File: config.mk
export PLATFORM = sky130hd
export DESIGN_NAME = metric_min_sel
export DESIGN_NICKNAME = d
export VERILOG_FILES = /design/src/rtl/metric_min_sel.sv
export SDC_FILE = /design/constraint.sdc
export NUM_CORES = 1
export LEC_CHECK = 0
export ABC_AREA = 1
export BUFFER_PORTS_ARGS = -buffer_cell sky130_fd_sc_hd__buf_2
export CORE_MARGIN = 3
export CORE_UTILIZATION = 53
export CTS_BUF_LIST = sky130_fd_sc_hd__clkbuf_4 sky130_fd_sc_hd__clkbuf_8 sky130_fd_sc_hd__clkbuf_16
export CTS_CLUSTER_DIAMETER = 200
export DETAILED_ROUTE_END_ITERATION = 8
export PLACE_DENSITY = 0.79
export RECOVER_POWER = 25
export SETUP_SLACK_MARGIN = 0.15
export SYNTH_ARGS = -nofsm -noshare
export SYNTH_HDL_FRONTEND = slang
export SYNTH_SLANG_ARGS = --single-unit
File: constraint.sdc
create_clock -name clk -period 2.48 [get_ports clk]
set_clock_uncertainty 0.2 [all_clocks]
set_input_delay 0.372 -clock clk [delete_from_list [all_inputs] [get_ports clk]]
set_output_delay 0.372 -clock clk [all_outputs]
set_load 0.005 [all_outputs]
File: src/rtl/metric_min_sel.sv
// metric_min_sel: tracks the smallest metric, and the position it arrived at,
// over a frame of NUM_CAND candidates. Frames are opened by start, and each
// complete frame ends with a registered one-cycle done pulse.
//
// Build option: define METRIC_SIGNED_EN to compare metrics as two's-complement
// values. best_metric then starts at 16'h7FFF instead of 16'hFFFF.
module metric_min_sel #(
    parameter int NUM_CAND = 16,
    parameter int IDX_W    = 4
) (
    input  logic             clk,
    input  logic             rst,
    input  logic             start,
    input  logic             valid,
    input  logic [15:0]      metric,
    output logic [15:0]      best_metric,
    output logic [IDX_W-1:0] best_idx,
    output logic             busy,
    output logic             done
);

    localparam int CNT_W = IDX_W + 1;
    localparam logic [CNT_W-1:0] LAST_COUNT = CNT_W'(NUM_CAND);
    localparam logic [CNT_W-1:0] ONE        = CNT_W'(1);

`ifdef METRIC_SIGNED_EN
    localparam logic [15:0] BEST_INIT = 16'h7FFF;
`else
    localparam logic [15:0] BEST_INIT = 16'hFFFF;
`endif

    typedef enum logic [1:0] {
        IDLE,
        COLLECT,
        DONE
    } state_t;

    state_t           state;
    logic [CNT_W-1:0] count;
    logic [CNT_W-1:0] count_nxt;
    logic             better;

    // Strict less-than against the running best, so a tie keeps the earlier index.
    always_comb begin
`ifdef METRIC_SIGNED_EN
        better = $signed(metric) < $signed(best_metric);
`else
        better = metric < best_metric;
`endif
        count_nxt = count + ONE;
    end

    // Frame control, running minimum and the registered status outputs.
    // NOTE: every register here uses <= so that all updates within one edge see
    // the values from before that edge (count and best_metric read each other).
    always_ff @(posedge clk or posedge rst) begin
        if (rst) begin
            state       <= IDLE;
            count       <= '0;
            best_metric <= BEST_INIT;
            best_idx    <= '0;
            busy        <= 1'b0;
            done        <= 1'b0;
        end else begin
            done <= 1'b0;
            if (start) begin
                // Open or restart a frame. A valid arriving in the same cycle is candidate 0.
                state    <= COLLECT;
                busy     <= 1'b1;
                best_idx <= '0;
                if (valid) begin
                    best_metric <= metric;
                    count       <= ONE;
                end else begin
                    best_metric <= BEST_INIT;
                    count       <= '0;
                end
            end else if (state == COLLECT && valid) begin
                // Candidate 0 always loads. Later candidates load only if strictly smaller.
                if (count == '0 || better) begin
                    best_metric <= metric;
                    best_idx    <= count[IDX_W-1:0];
                end
                count <= count_nxt;
                if (count_nxt == LAST_COUNT) begin
                    state <= DONE;
                    busy  <= 1'b0;
                    done  <= 1'b1;
                end
            end else if (state == DONE) begin
                state <= IDLE;
            end
        end
    end

endmodule

# Word-level counts from Yosys, hierarchy flattened
# Cells that the tools add are included.
[word_totals]
register_bits = 29
output_inout_bits = 22
[classes]
n_addsub = 1
n_lt_le_gt_ge = 1
eq_ne = 4
n_mux = 20
reduce_logical = 10
[op_table]
columns = ["operator", "count"]
rows = [
  ["16-bit 2-to-1 mux", 4],
  ["16-bit less-than comparator", 1],
  ["4-bit 2-to-1 mux", 3],
  ["5-bit 2-to-1 mux", 2],
  ["2-bit 2-to-1 mux", 4],
  ["1-bit 2-to-1 mux", 7],
  ["2-bit AND reduction", 3],
  ["2-bit nonzero test", 3],
  ["5-bit by 1-bit adder with 5-bit output (second input constant)", 1],
  ["5-bit == test (second input constant)", 1],
  ["5-bit logical NOT", 1],
  ["3-bit by 2-bit inequality test with 1-bit output (second input constant)", 1],
  ["3-bit nonzero test", 1],
  ["2-bit by 1-bit == test with 1-bit output (second input constant)", 1],
  ["2-bit == test (second input constant)", 1],
  ["1-bit logical AND", 1],
  ["1-bit logical OR", 1],
]

# Longest topological paths before layout
[logic_depth]
word_depth = 5
ltp_mapped = 15
depth_no_buf = 14

# Worst setup path after synthesis
# Ideal clock, no wire load.
[synth_timing]
kind = "register to register"
from = "register best_metric[5]"
to = "register best_idx[1]"
setup_ns = 0.117
t_arrival_ns = 1.626
required_time_ns = 2.163
slack_ns = 0.538
path_stages_with_launch = 14
synth_period_minus_slack_ns = 1.942
path_cell_list = "dfstp_2 > inv_1 > ha_1 > a21oi_1 > nor2_1 > nor3_1 > nand2_1 > nand2_1 > nand2_1 > nand2_2 > nand2_2 > buf_6 > nand2_1 > nand2_1"
[synth_between]
elab_chain_cells = 4
[synth_lines]
columns = ["item", "line_no", "source"]
rows = [
  ["start: declaration", "16", "output logic [15:0] best_metric,"],
  ["start signal: assignment", "72", "best_metric <= metric;"],
  ["start signal: assignment", "81", "best_metric <= metric;"],
  ["16-bit less-than comparator", "48", "better = metric < best_metric;"],
  ["1-bit logical OR", "80", "if (count == '0 || better) begin"],
  ["2-bit nonzero test (no source line)", "n/a", ""],
  ["2-bit AND reduction (no source line)", "n/a", ""],
  ["end signal: assignment", "82", "best_idx <= count[IDX_W-1:0];"],
  ["end: declaration", "17", "output logic [IDX_W-1:0] best_idx,"],
]
# No other way between the ends.
# A chain may end at the register's enable or synchronous reset.

# Worst setup path after layout
[layout_timing]
from = "register best_metric[5]"
to = "register best_metric[10]"
[layout_between]
elab_chain_cells = 4
[layout_lines]
columns = ["item", "line_no"]
rows = [
  ["16-bit less-than comparator", "48"],
  ["1-bit logical OR", "80"],
  ["2-bit nonzero test (no source line)", "n/a"],
  ["2-bit AND reduction (no source line)", "n/a"],
]
# No other way between the ends.

==> qor_table.md <==
| Item | Reported |
| --- | --- |
| Result of the run | finished, final reports clean |
| Initial antenna violation count | 0 |
| Total Nets Final | 324 |
| Power density relative to cell area | 660 mW/mm^2 |
| Number of ports placed on the die boundary | 42 |
| Number of endpoints with negative hold slack in the final report | 0 |
| Source-to-sink clock delay at the later pin of the worst-skew pair | 0.33 ns |
| Critical path data arrival time | 2.18 ns |
| FP Rows | 20 |
| Delay of the slowest cell on the worst path | 0.54 ns |
| Adder-cell share of the synthesized area | 11.7% |
| Final count of pins violating max slew | 0 |
| Post-CTS clock slew at the launch and capture registers of the worst setup and hold paths | 0.08 ns |
| Fill cell instance count of the final layout | 295 |
| Inserted Diodes | 0 |
| Post-DR vias/cell | 4.69 |
| Critical R2R Capture | best_metric[10] |
| Worst reg2reg path depth | 12 |
| Max Fanout on Critical Path | 20 |
| Drt first-iter violations | 72 |
| Time the final worst path needs with I/O delays and setup | 2.11 ns |
| Leakage power total | 1.29 nW |
| Most frequent cell on the critical path | nand2_1 |
| Detail Placement HPWL | 2760 um |
| Actual slew at the worst max-slew pin | 0.740 ns |
| Clk root buf | clkbuf_4 |
| Hold-critical path endpoint | best_metric[12] |
| Fraction of the mapped netlist area in simple logic gates | 27.2% |
| Buffers from clock root to sink, at most | 2 |
| Category of the worst setup path capture point | register |
| Global router's overall resource usage | 19.5% |
| Final TNS setup | 0 ns |
| Reg-to-Reg Start | best_metric[5] |
| Setup-failing EPs final | 0 |
| Share of final-layout standard cells stronger than drive strength 1 | 25.7% |
| Number of cells after detailed placement | 323 |
| Share of synthesized area occupied by flip-flops and latches | 41.1% |
| # port buffers | 41 |
| TritonCTS Sinks | 29 |
| Final Non-Filler Cells | 332 |
| Crit path cell chain | inv_1 -> ha_1 -> a21oi_1 -> nor2_1 -> nor3_1 -> nand2_1 -> nand2_1 -> nand2_1 -> nand2_2 -> buf_6 -> nand3_1 -> nand2_1 |
| Count of unresolved DRC violations after routing | 0 |
| Horizontal die dimension | 64.5 um |
| TritonCTS buffer count | 5 |
| Area share of the largest cell type after synthesis | 23.2% |
| Min-Delay Startpoint | metric[12] |
| Hold Crit Depth | 5 |
| Most frequent cells in the layout | nand2_1 (80), inv_1 (49), buf_2 (41) |
| Crit path max-delay family | simple AND/OR/NAND/NOR gates |
| GP Congestion | 0.797 |
| Distinct cells, synth | 22 |
| CTS tree | built |
| Final worst hold slack | 0.145 ns |
| First drt pass iteration count | 4 |
| Mean instance size in the synthesized netlist | 7.53 um^2 |
| Crit share post-route | 85.1% |
| Required @ worst endpoint | 2.55 ns |
| Synthesized netlist cell count | 241 |
| Worst Path Buf+Inv | 2 |
| Most common library cell in the layout ignoring fill and taps | nand2_1 |
| Max-slew headroom | 50.6% |
| Share of cell area taken by muxes after synthesis | 0% |
| DR vias | 1,558 |
| Post-placement worst setup slack | 0.284 ns |
| Pin count of the biggest net entering global routing | 22 |
| Worst Hold Class | in -> reg |
| Share of the synthesized area in compound gates (AO/OA/AOI/OAI) | 6.00% |
| Number of buffers inserted to repair setup after CTS | 0 |
| Post-layout power | 1.41 mW |
| Post-synthesis xor/xnor area fraction | 0.965% |
| Critical Path Start Type | register |
| Combined area of all synthesized cells | 0.00182 mm^2 |
| Die Y-Extent | 64.5 um |
| Global-route wire length before repair | 6310 um |
| Total wirelength of the detailed-routed design | 3660 um |
| Final ANT Viol Nets | 0 |
| Die Outline Area | 0.00416 mm^2 |
| Cell with the largest stage delay on the worst path | dfstp_2 |
| Dominant cells by area after synthesis | dfstp_2 (23%), dfrtp_1 (18%), nand2_1 (17%), ha_1 (12%), inv_1 (10%) |
| Post-Syn Nets | 278 |
| Core box area | 0.00315 mm^2 |
| Leading area contributor after synthesis | dfstp_2 |
| Wire length per cell after detailed routing | 11.0 um |
| Register-to-register path setup slack | 0.37 ns |
| Worst setup margin | 0.370 ns |
| Layout overhead on the synthesized area | 17.5% |
| Setup repair after global routing missed its margin | no |
| Total gr overflow | 0 |
| Starting utilization of the core area | 57.6% |
| Syn. warnings | 0 |
| Highest ir drop seen on vdd | 0.000379 V |
| Largest family of logic cells by synthesized area | simple AND/OR/NAND/NOR gates |
| Crit Path Class | reg -> reg |
| #FFs+latches synth | 29 |
| Number of global-route vias before repair | 1,496 |
| Top achievable clock speed | 474 MHz |
| Level count of the clock H-tree | 2 |
| Max-cap violations | 0 |
## worst max path at each step
stage,startpoint,end,slack [ns],depth (start not counted)
CTS,best_metric[5],best_idx[2],0.26,12
detailed placement,best_metric[5],best_idx[2],0.28,12
global placement,best_metric[5],best_idx[2],0.31,12
finish,best_metric[5],best_metric[10],0.37,12
global route,best_metric[5],best_metric[10],0.17,12
floorplan,best_metric[5],best_idx[1],0.54,13
## state kept, by name, indices dropped and copies added, names as in the netlist
signal,cells
best_metric,16
count,5
state,2
best_idx,4
busy,1
done,1
## logic make-up (layout without fill, tap and decap cells)
kind of cell / Yosys count / after routing
AND/OR/NAND/NOR: 118 / 118
buffers and inverters: 56 / 103
flip-flops: 29 / 29
AO/OA/AOI/OAI: 19 / 19
adder cells (fa/ha/maj): 17 / 17
XOR/XNOR: 2 / 2
## tightest hold or removal path, cell delays in order
cell,delay [ns]
buf_2,0.11
inv_1,0.04
nand2_1,0.04
nand3_1,0.07
nand2_1,0.05
## cell usage after synthesis (all sizes together)
library cell	count
buf	7
nand3	22
a41oi	1
a21oi	10
nand2	83
dfstp	16
o21bai	1
nor2	10
o21ai	6
o32ai	1
nor3	3
ha	17
xor2	2
inv	49
dfrtp	13
## report_power, final
group,leakage (nW),internal (mW),switching (mW)
Sequential,0.337,0.592,0.0528
Combinational,0.918,0.190,0.257
Clock,0.0394,0.161,0.156
## layer usage
metal	wire, um	vias up	global-route usage [%]
met4	48	0	6.33
li1	-	828	-
met5	0	-	0
met1	1630	703	22.6
met2	1840	22	34.1
met3	144	5	6.07
## stage by stage
step / util [%] / instance area [um^2]
3_3_place_gp: 65.1 / 2050
4_1_cts: 67.5 / 2130
2_1_floorplan: - / 1820
6_report: 67.7 / 2130
5_1_grt: 67.7 / 2130
3_5_place_dp: 65.1 / 2050
## area by class of cell
class / instances / area, um^2 / area share, %
clock buffers: 8 / 66.3 / 3.11
inverters: 49 / 184 / 8.62
multi-input cells: 156 / 833 / 39.1
flip-flops and latches: 29 / 746 / 35.0
well taps: 44 / 55.1 / 2.58
repair buffers: 46 / 249 / 11.7
## repair_timing
item / 4_1_cts / 5_1_grt
hold buffers: 1 / 0
resized for setup: 0 / 2
endpoints found under the setup margin: 0 / 15
hold endpoints to repair: 13 / 0
No activity file was read; power rests on OpenSTA's default activity.
